==> src/rtl/calc_pkg.sv <==
// Shared key codes, ALU op encodings and sequencer states for the calculator controller.
package calc_pkg;

    localparam int         MAX_DIGITS = 4;
    localparam logic [2:0] MAX_CNT    = 3'(MAX_DIGITS);

    localparam logic [3:0] KEY_ADD = 4'hA;
    localparam logic [3:0] KEY_SUB = 4'hB;
    localparam logic [3:0] KEY_EQ  = 4'hE;
    localparam logic [3:0] KEY_CLR = 4'hC;

    localparam logic [1:0] OP_IDLE = 2'b00;
    localparam logic [1:0] OP_ADD  = 2'b01;
    localparam logic [1:0] OP_SUB  = 2'b10;

    typedef enum logic [2:0] {
        S_A    = 3'd0,
        S_B    = 3'd1,
        S_EXEC = 3'd2,
        S_CAP  = 3'd3,
        S_SHOW = 3'd4
    } state_e;

    function automatic logic is_digit(input logic [3:0] k);
        return (k <= 4'd9);
    endfunction

    function automatic logic [1:0] key_to_op(input logic [3:0] k);
        return (k == KEY_SUB) ? OP_SUB : OP_ADD;
    endfunction

endpackage

==> src/rtl/bcd_entry_reg.sv <==
// Four-digit BCD shift-in register with saturating digit count, parallel load and clear.
module bcd_entry_reg
    import calc_pkg::*;
(
    input  logic        clk,
    input  logic        clear_n,
    input  logic        clr,
    input  logic        load,
    input  logic [15:0] load_val,
    input  logic [2:0]  load_cnt,
    input  logic        shift,
    input  logic [3:0]  digit,
    input  logic [15:0] alt_val,
    output logic [15:0] value,
    output logic [15:0] disp_nxt
);

    logic [15:0] value_q, value_d;
    logic [2:0]  count_q, count_d;

    // Next value: clear beats load beats digit shift; full register ignores digits.
    always_comb begin
        value_d = value_q;
        count_d = count_q;
        if (clr) begin
            value_d = 16'h0000;
            count_d = 3'd0;
        end else if (load) begin
            value_d = load_val;
            count_d = load_cnt;
        end else if (shift) begin
            if (count_q < MAX_CNT) begin
                value_d = {value_q[11:0], digit};
                count_d = count_q + 3'd1;
            end else begin
                value_d = value_q;
            end
        end else begin
            value_d = value_q;
        end
    end

    // Operand storage.
    always_ff @(posedge clk or negedge clear_n) begin
        if (!clear_n) begin
            value_q <= 16'h0000;
            count_q <= 3'd0;
        end else begin
            value_q <= value_d;
            count_q <= count_d;
        end
    end

    assign value    = value_q;
    // An empty operand shows the caller's fallback value instead of zero.
    assign disp_nxt = (count_d != 3'd0) ? value_d : alt_val;

endmodule

==> src/rtl/calc_sequencer.sv <==
// Keypad sequencer for the two-operand BCD add/subtract ALU: entry, execute, capture, show, chain.
module calc_sequencer
    import calc_pkg::*;
#(
    parameter int SETTLE_CYCLES = 1
) (
    input  logic        clk,
    input  logic        clear_n,
    input  logic        key_valid,
    input  logic [3:0]  key_code,
    output logic        key_ready,
    output logic [15:0] bcd1,
    output logic [15:0] bcd2,
    output logic [1:0]  op_selected,
    input  logic [15:0] alu_bcd_out,
    input  logic        alu_special,
    output logic [15:0] display_bcd,
    output logic        display_neg,
    output logic        result_valid,
    output logic        overflow
);

    state_e      state_q, state_d;
    logic [1:0]  pend_op_q, pend_op_d, op_sel_q, op_sel_d;
    logic [3:0]  settle_q, settle_d;
    logic        key_ready_q, key_ready_d;
    logic        disp_neg_q, disp_neg_d, valid_q, valid_d, ovf_q, ovf_d;
    logic [15:0] disp_q, disp_d;

    logic        key_acc_s, is_op_s, ovf_s;
    logic        a_clr_s, a_load_s, a_shift_s, b_clr_s, b_shift_s;
    logic [15:0] a_load_val_s, a_val_s, b_val_s, a_disp_s, b_disp_s;
    logic [2:0]  a_load_cnt_s;

    assign key_acc_s = key_valid & key_ready_q;
    assign is_op_s   = (key_code == KEY_ADD) || (key_code == KEY_SUB);
    // A carry out of the fourth digit leaves the wrapped sum smaller than operand A.
    assign ovf_s     = (pend_op_q == OP_ADD) && (alu_bcd_out < a_val_s);

    bcd_entry_reg u_opa (
        .clk      (clk),
        .clear_n  (clear_n),
        .clr      (a_clr_s),
        .load     (a_load_s),
        .load_val (a_load_val_s),
        .load_cnt (a_load_cnt_s),
        .shift    (a_shift_s),
        .digit    (key_code),
        .alt_val  (16'h0000),
        .value    (a_val_s),
        .disp_nxt (a_disp_s)
    );

    bcd_entry_reg u_opb (
        .clk      (clk),
        .clear_n  (clear_n),
        .clr      (b_clr_s),
        .load     (1'b0),
        .load_val (16'h0000),
        .load_cnt (3'd0),
        .shift    (b_shift_s),
        .digit    (key_code),
        .alt_val  (a_disp_s),
        .value    (b_val_s),
        .disp_nxt (b_disp_s)
    );

    // Next-state and operand-control decode; clear-all overrides whatever the state chose.
    always_comb begin
        state_d      = state_q;
        pend_op_d    = pend_op_q;
        settle_d     = settle_q;
        disp_neg_d   = disp_neg_q;
        valid_d      = valid_q;
        ovf_d        = ovf_q;
        a_clr_s      = 1'b0;
        a_load_s     = 1'b0;
        a_shift_s    = 1'b0;
        a_load_val_s = 16'h0000;
        a_load_cnt_s = 3'd0;
        b_clr_s      = 1'b0;
        b_shift_s    = 1'b0;
        case (state_q)
            S_A: begin
                if (key_acc_s && is_digit(key_code)) begin
                    a_shift_s = 1'b1;
                end else if (key_acc_s && is_op_s) begin
                    pend_op_d = key_to_op(key_code);
                    b_clr_s   = 1'b1;
                    state_d   = S_B;
                end else begin
                    state_d = S_A;
                end
            end
            S_B: begin
                if (key_acc_s && is_digit(key_code)) begin
                    b_shift_s = 1'b1;
                end else if (key_acc_s && is_op_s) begin
                    pend_op_d = key_to_op(key_code);
                end else if (key_acc_s && (key_code == KEY_EQ)) begin
                    settle_d = 4'd0;
                    state_d  = S_EXEC;
                end else begin
                    state_d = S_B;
                end
            end
            S_EXEC: begin
                if (settle_q == 4'(SETTLE_CYCLES - 1)) begin
                    state_d = S_CAP;
                end else begin
                    settle_d = settle_q + 4'd1;
                end
            end
            S_CAP: begin
                valid_d    = 1'b1;
                disp_neg_d = alu_special;
                ovf_d      = ovf_s;
                state_d    = S_SHOW;
            end
            S_SHOW: begin
                if (key_acc_s && is_op_s && !ovf_q && !disp_neg_q) begin
                    a_load_s     = 1'b1;
                    a_load_val_s = disp_q;
                    a_load_cnt_s = MAX_CNT;
                    b_clr_s      = 1'b1;
                    pend_op_d    = key_to_op(key_code);
                    valid_d      = 1'b0;
                    state_d      = S_B;
                end else if (key_acc_s && is_digit(key_code)) begin
                    a_load_s     = 1'b1;
                    a_load_val_s = {12'h000, key_code};
                    a_load_cnt_s = 3'd1;
                    b_clr_s      = 1'b1;
                    valid_d      = 1'b0;
                    disp_neg_d   = 1'b0;
                    ovf_d        = 1'b0;
                    state_d      = S_A;
                end else begin
                    state_d = S_SHOW;
                end
            end
            default: begin
                state_d = S_A;
            end
        endcase
        if (key_acc_s && (key_code == KEY_CLR)) begin
            state_d    = S_A;
            pend_op_d  = OP_IDLE;
            settle_d   = 4'd0;
            disp_neg_d = 1'b0;
            valid_d    = 1'b0;
            ovf_d      = 1'b0;
            a_clr_s    = 1'b1;
            b_clr_s    = 1'b1;
        end else begin
            a_clr_s = a_clr_s;
        end
    end

    // Registered outputs are decoded from the state being entered.
    always_comb begin
        key_ready_d = !((state_d == S_EXEC) || (state_d == S_CAP));
        op_sel_d    = ((state_d == S_EXEC) || (state_d == S_CAP)) ? pend_op_d : OP_IDLE;
        case (state_d)
            S_A:     disp_d = a_disp_s;
            S_B:     disp_d = b_disp_s;
            S_SHOW: begin
                if (state_q == S_CAP) begin
                    disp_d = ovf_s ? 16'h0000 : alu_bcd_out;
                end else begin
                    disp_d = disp_q;
                end
            end
            default: disp_d = disp_q;
        endcase
    end

    // Sequencer state and registered outputs.
    always_ff @(posedge clk or negedge clear_n) begin
        if (!clear_n) begin
            state_q     <= S_A;
            pend_op_q   <= OP_IDLE;
            op_sel_q    <= OP_IDLE;
            settle_q    <= 4'd0;
            key_ready_q <= 1'b1;
            disp_neg_q  <= 1'b0;
            valid_q     <= 1'b0;
            ovf_q       <= 1'b0;
            disp_q      <= 16'h0000;
        end else begin
            state_q     <= state_d;
            pend_op_q   <= pend_op_d;
            op_sel_q    <= op_sel_d;
            settle_q    <= settle_d;
            key_ready_q <= key_ready_d;
            disp_neg_q  <= disp_neg_d;
            valid_q     <= valid_d;
            ovf_q       <= ovf_d;
            disp_q      <= disp_d;
        end
    end

    assign key_ready    = key_ready_q;
    assign bcd1         = a_val_s;
    assign bcd2         = b_val_s;
    assign op_selected  = op_sel_q;
    assign display_bcd  = disp_q;
    assign display_neg  = disp_neg_q;
    assign result_valid = valid_q;
    assign overflow     = ovf_q;

endmodule

==> config.mk <==
export PLATFORM = sky130hd
export DESIGN_NAME = calc_sequencer
export DESIGN_NICKNAME = d
export VERILOG_FILES = /design/src/rtl/calc_pkg.sv /design/src/rtl/bcd_entry_reg.sv /design/src/rtl/calc_sequencer.sv
export SDC_FILE = /design/constraint.sdc
export NUM_CORES = 1
export LEC_CHECK = 0
export BUFFER_PORTS_ARGS = -buffer_cell sky130_fd_sc_hd__buf_2
export CAP_MARGIN = 30
export CORE_AREA = 2 2 111 113
export DETAILED_ROUTE_END_ITERATION = 16
export DIE_AREA = 0 0 113 115
export PLACE_DENSITY = 0.5
export SETUP_SLACK_MARGIN = 0.02
export SYNTH_ARGS = -nofsm -noshare
export SYNTH_HDL_FRONTEND = slang
export SYNTH_SLANG_ARGS = --single-unit
==> constraint.sdc <==
create_clock -name clk -period 3.75 [get_ports clk]
set_clock_uncertainty 0.15 [all_clocks]
set_input_delay 0.75 -clock clk [delete_from_list [all_inputs] [get_ports clk]]
set_output_delay 0.75 -clock clk [all_outputs]
set_load 0.02 [all_outputs]
==> results.toml <==
[finish]
nets = 563
antenna_cells = 0
drive_gt1_share_pct = 25.5
fin_cells = 672
area_growth_pct = 21.8

[placed_design]
dp_cells = 655
dpl.hpwl_mm = 9.08
gp_congestion = 0.961
io_buffer_count = 77

[power]
combPwrFrac_pct = 44.9
p_clk_share_pct = 21.4
vdd_drop_max_v = 0.000400
power_density_nw_per_um2 = 761
cellInternalPower_mw = 2.12
switching_power_mw = 1.60
p_seq_share_pct = 33.7
switching_share_pct = 42.9
leakagePower_nw = 2.25

[run]
cap_violations = 0

[detailed_routing]
drt_iter0_drc = 247
route.met2.wl_mm = 6.01
wl_met1_mm = 5.39
first_pass_iters = 11
highest_layer = "met4"
viasPerCell = 5.34
drc = 4
detail-route-antenna-nets = 0
wl_per_cell_um = 18.1
num_vias = 3589
dr_wl_met3_um = 722
totalWireLength_mm = 12.2

[die]
rows = 40
die_h_um = 115
num_io_pins = 78
dieArea_um2 = 13000
core_area_um2 = 11800
die-width_um = 113
initial_core_util_pct = 34.0

[worst_setup_path]
cp_num_buf_inv = 0
critical_path_peak_fanout = 16
cp_top_family = "compound AO/OA/AOI/OAI gates"
crit_chain = "or4_4 -> or4_1 -> a311oi_2 -> o31ai_1 -> a21oi_4 -> nand2_1 -> a41oi_1"
arrival_ps = 3130
r2r_cells = 7
reg2reg_from = "state_q[0]"
crit_type = "register to register"
r2r_end = "display_bcd[1]"
required_ps = 3840
rrSetupSlack_ps = 710
crit_slowest_cell = "or4_4"
end_kind = "register"
cp-start-kind = "register"
critical_path.max_stage_delay_ps = 550

[clock_network]
cts_hold_buffers = 0
clk_latency_ps = 330
cts_buffers = 9
cts_tree = "built"
cts_resized = 0
cts_root_buf = "clkbuf_16"
clk_path_buf_depth = 2
cts_htree_levels = 3
cts.sinks = 69
path_clk_slew_ps = 50
cts_setup_buffers = 0

[grt]
antenna_found_initial = 0
grt_pass1_vias = 3523
grt.overflow.total = 0
grt_max_degree = 39
grt_usage_pct = 19.4
grt_first_pass_wirelength_mm = 19.4

[yosys]
async_reset_ff_share_pct = 100
yosysUniqueCellTypes = 55
syn_avg_cell_area_um2 = 9.12
yosys_warnings = 0
synth-seq-cells = 69
ys_seq_area_share_pct = 43.1
synth_ff_type = "dfrtp_1"
syn_nets = 483
syn_inst = 440
synth_edf_count = 0
syn_area_um2 = 4010

[timing]
slew_headroom_pct = 47.7
final_period_minus_worst_setup_slack_ps = 3040
maxSlewViolCount = 0
rsz0062_at_grt = "no"
fin_tns_setup_ps = 0
worst_slew_pin_slew_ps = 777
post-route-period-util_pct = 81.2
setup_violations = 0
hold_violations = 0
fmax_mhz = 328

[run_status]
outcome = "complete, but fails checks"
violations = "design-rule violations"

[hold_path]
min_path_type = "primary input to asynchronous set/reset pin"
[power groups by stage]
stage	logic (mW)	registers [mW]	clock network, mW
finish	1.67	1.25	0.794
global route	1.85	1.29	0.859
CTS	1.69	1.26	0.821
detailed placement	1.67	1.27	0
global placement	1.66	1.26	0
floorplan	0.953	1.45	0
[synth_stat cells, drive strengths merged (4+ instances only)]
cell,instances,area share (%)
nand3,8,1.0
nor4,6,1.3
a21oi,23,3.1
a41oi,16,5.4
ha,19,5.9
o21ai,24,3.0
clkbuf,14,1.3
nor3,6,0.75
nand2b,5,0.78
buf,9,1.7
dfrtp,68,42
inv,22,2.1
a211oi,4,0.75
o31ai,6,1.1
nor2,63,5.9
nand4,5,0.78
nand2,72,6.7
mux2i,22,5.5
[per-layer routing]
metal  global-route usage, %  vias to the layer above
met1                    26.1                     1736
met4                    3.90                        0
met5                       0                        -
met3                    5.11                        9
met2                    31.8                      117
li1                        -                     1727
[registers in the layout, indices dropped and copies added (netlist names), 2 cells and up]
register / cells
display_bcd: 16
op_selected: 2
pend_op_q: 2
settle_q: 4
state_q: 3
u_opa.count_q: 3
u_opa.value: 16
u_opb.count_q: 3
u_opb.value: 16
[per-stage QoR]
step                      setup WS (ps)  utilization, %  power (mW)  hold slack, ps  instance area [um^2]
final                               705            41.4        3.72            59.7                  4890
after global placement              486            38.8        2.92             316                  4590
after CTS                           703            41.2        3.76             335                  4870
after detailed placement            440            38.8        2.94             327                  4590
after floorplan                     806               -        2.40             296                  4010
after global routing                523            41.4        4.00            39.1                  4890
[worst max path at each step]
| stage | end | depth (start not counted) | start | slack [ps] |
|---|---|---|---|---|
| 2_1_floorplan | display_bcd[12] | 9 | key_code[3] | 810 |
| 6_report | display_bcd[1] | 7 | state_q[0] | 710 |
| 5_1_grt | display_bcd[1] | 7 | state_q[0] | 520 |
| 3_3_place_gp | display_bcd[5] | 10 | key_code[1] | 490 |
| 3_5_place_dp | display_bcd[1] | 9 | key_code[3] | 440 |
| 4_1_cts | display_bcd[1] | 7 | state_q[0] | 700 |
[layout make-up]
type | count | area, um^2
clock buffers | 12 | 256
well taps | 147 | 184
clock inverters | 4 | 22.5
multi-input cells | 325 | 2100
repair buffers | 92 | 510
inverters | 23 | 86.3
fillers | 1202 | 6930
flip-flops and latches | 69 | 1730
[cell families after synthesis]
kind of cell / share of synthesized area (%)
adders and majority gates: 5.92
DFF: 43.1
buffers and inverters: 5.21
and+or+nand+nor: 21.9
AOI/OAI and AO/OA: 17.9
muxes: 5.77
xor gates and xnor gates: 0.218
[placed cells by master (no fill, tap or decap), types with 14 or more instances in the layout]
master    n
a21oi_1  22
buf_2    77
buf_4    14
dfrtp_1  68
ha_1     19
inv_1    22
mux2i_1  22
nand2_1  72
nor2_1   63
o21ai_0  23
No activity file was read; power rests on OpenSTA's default activity.
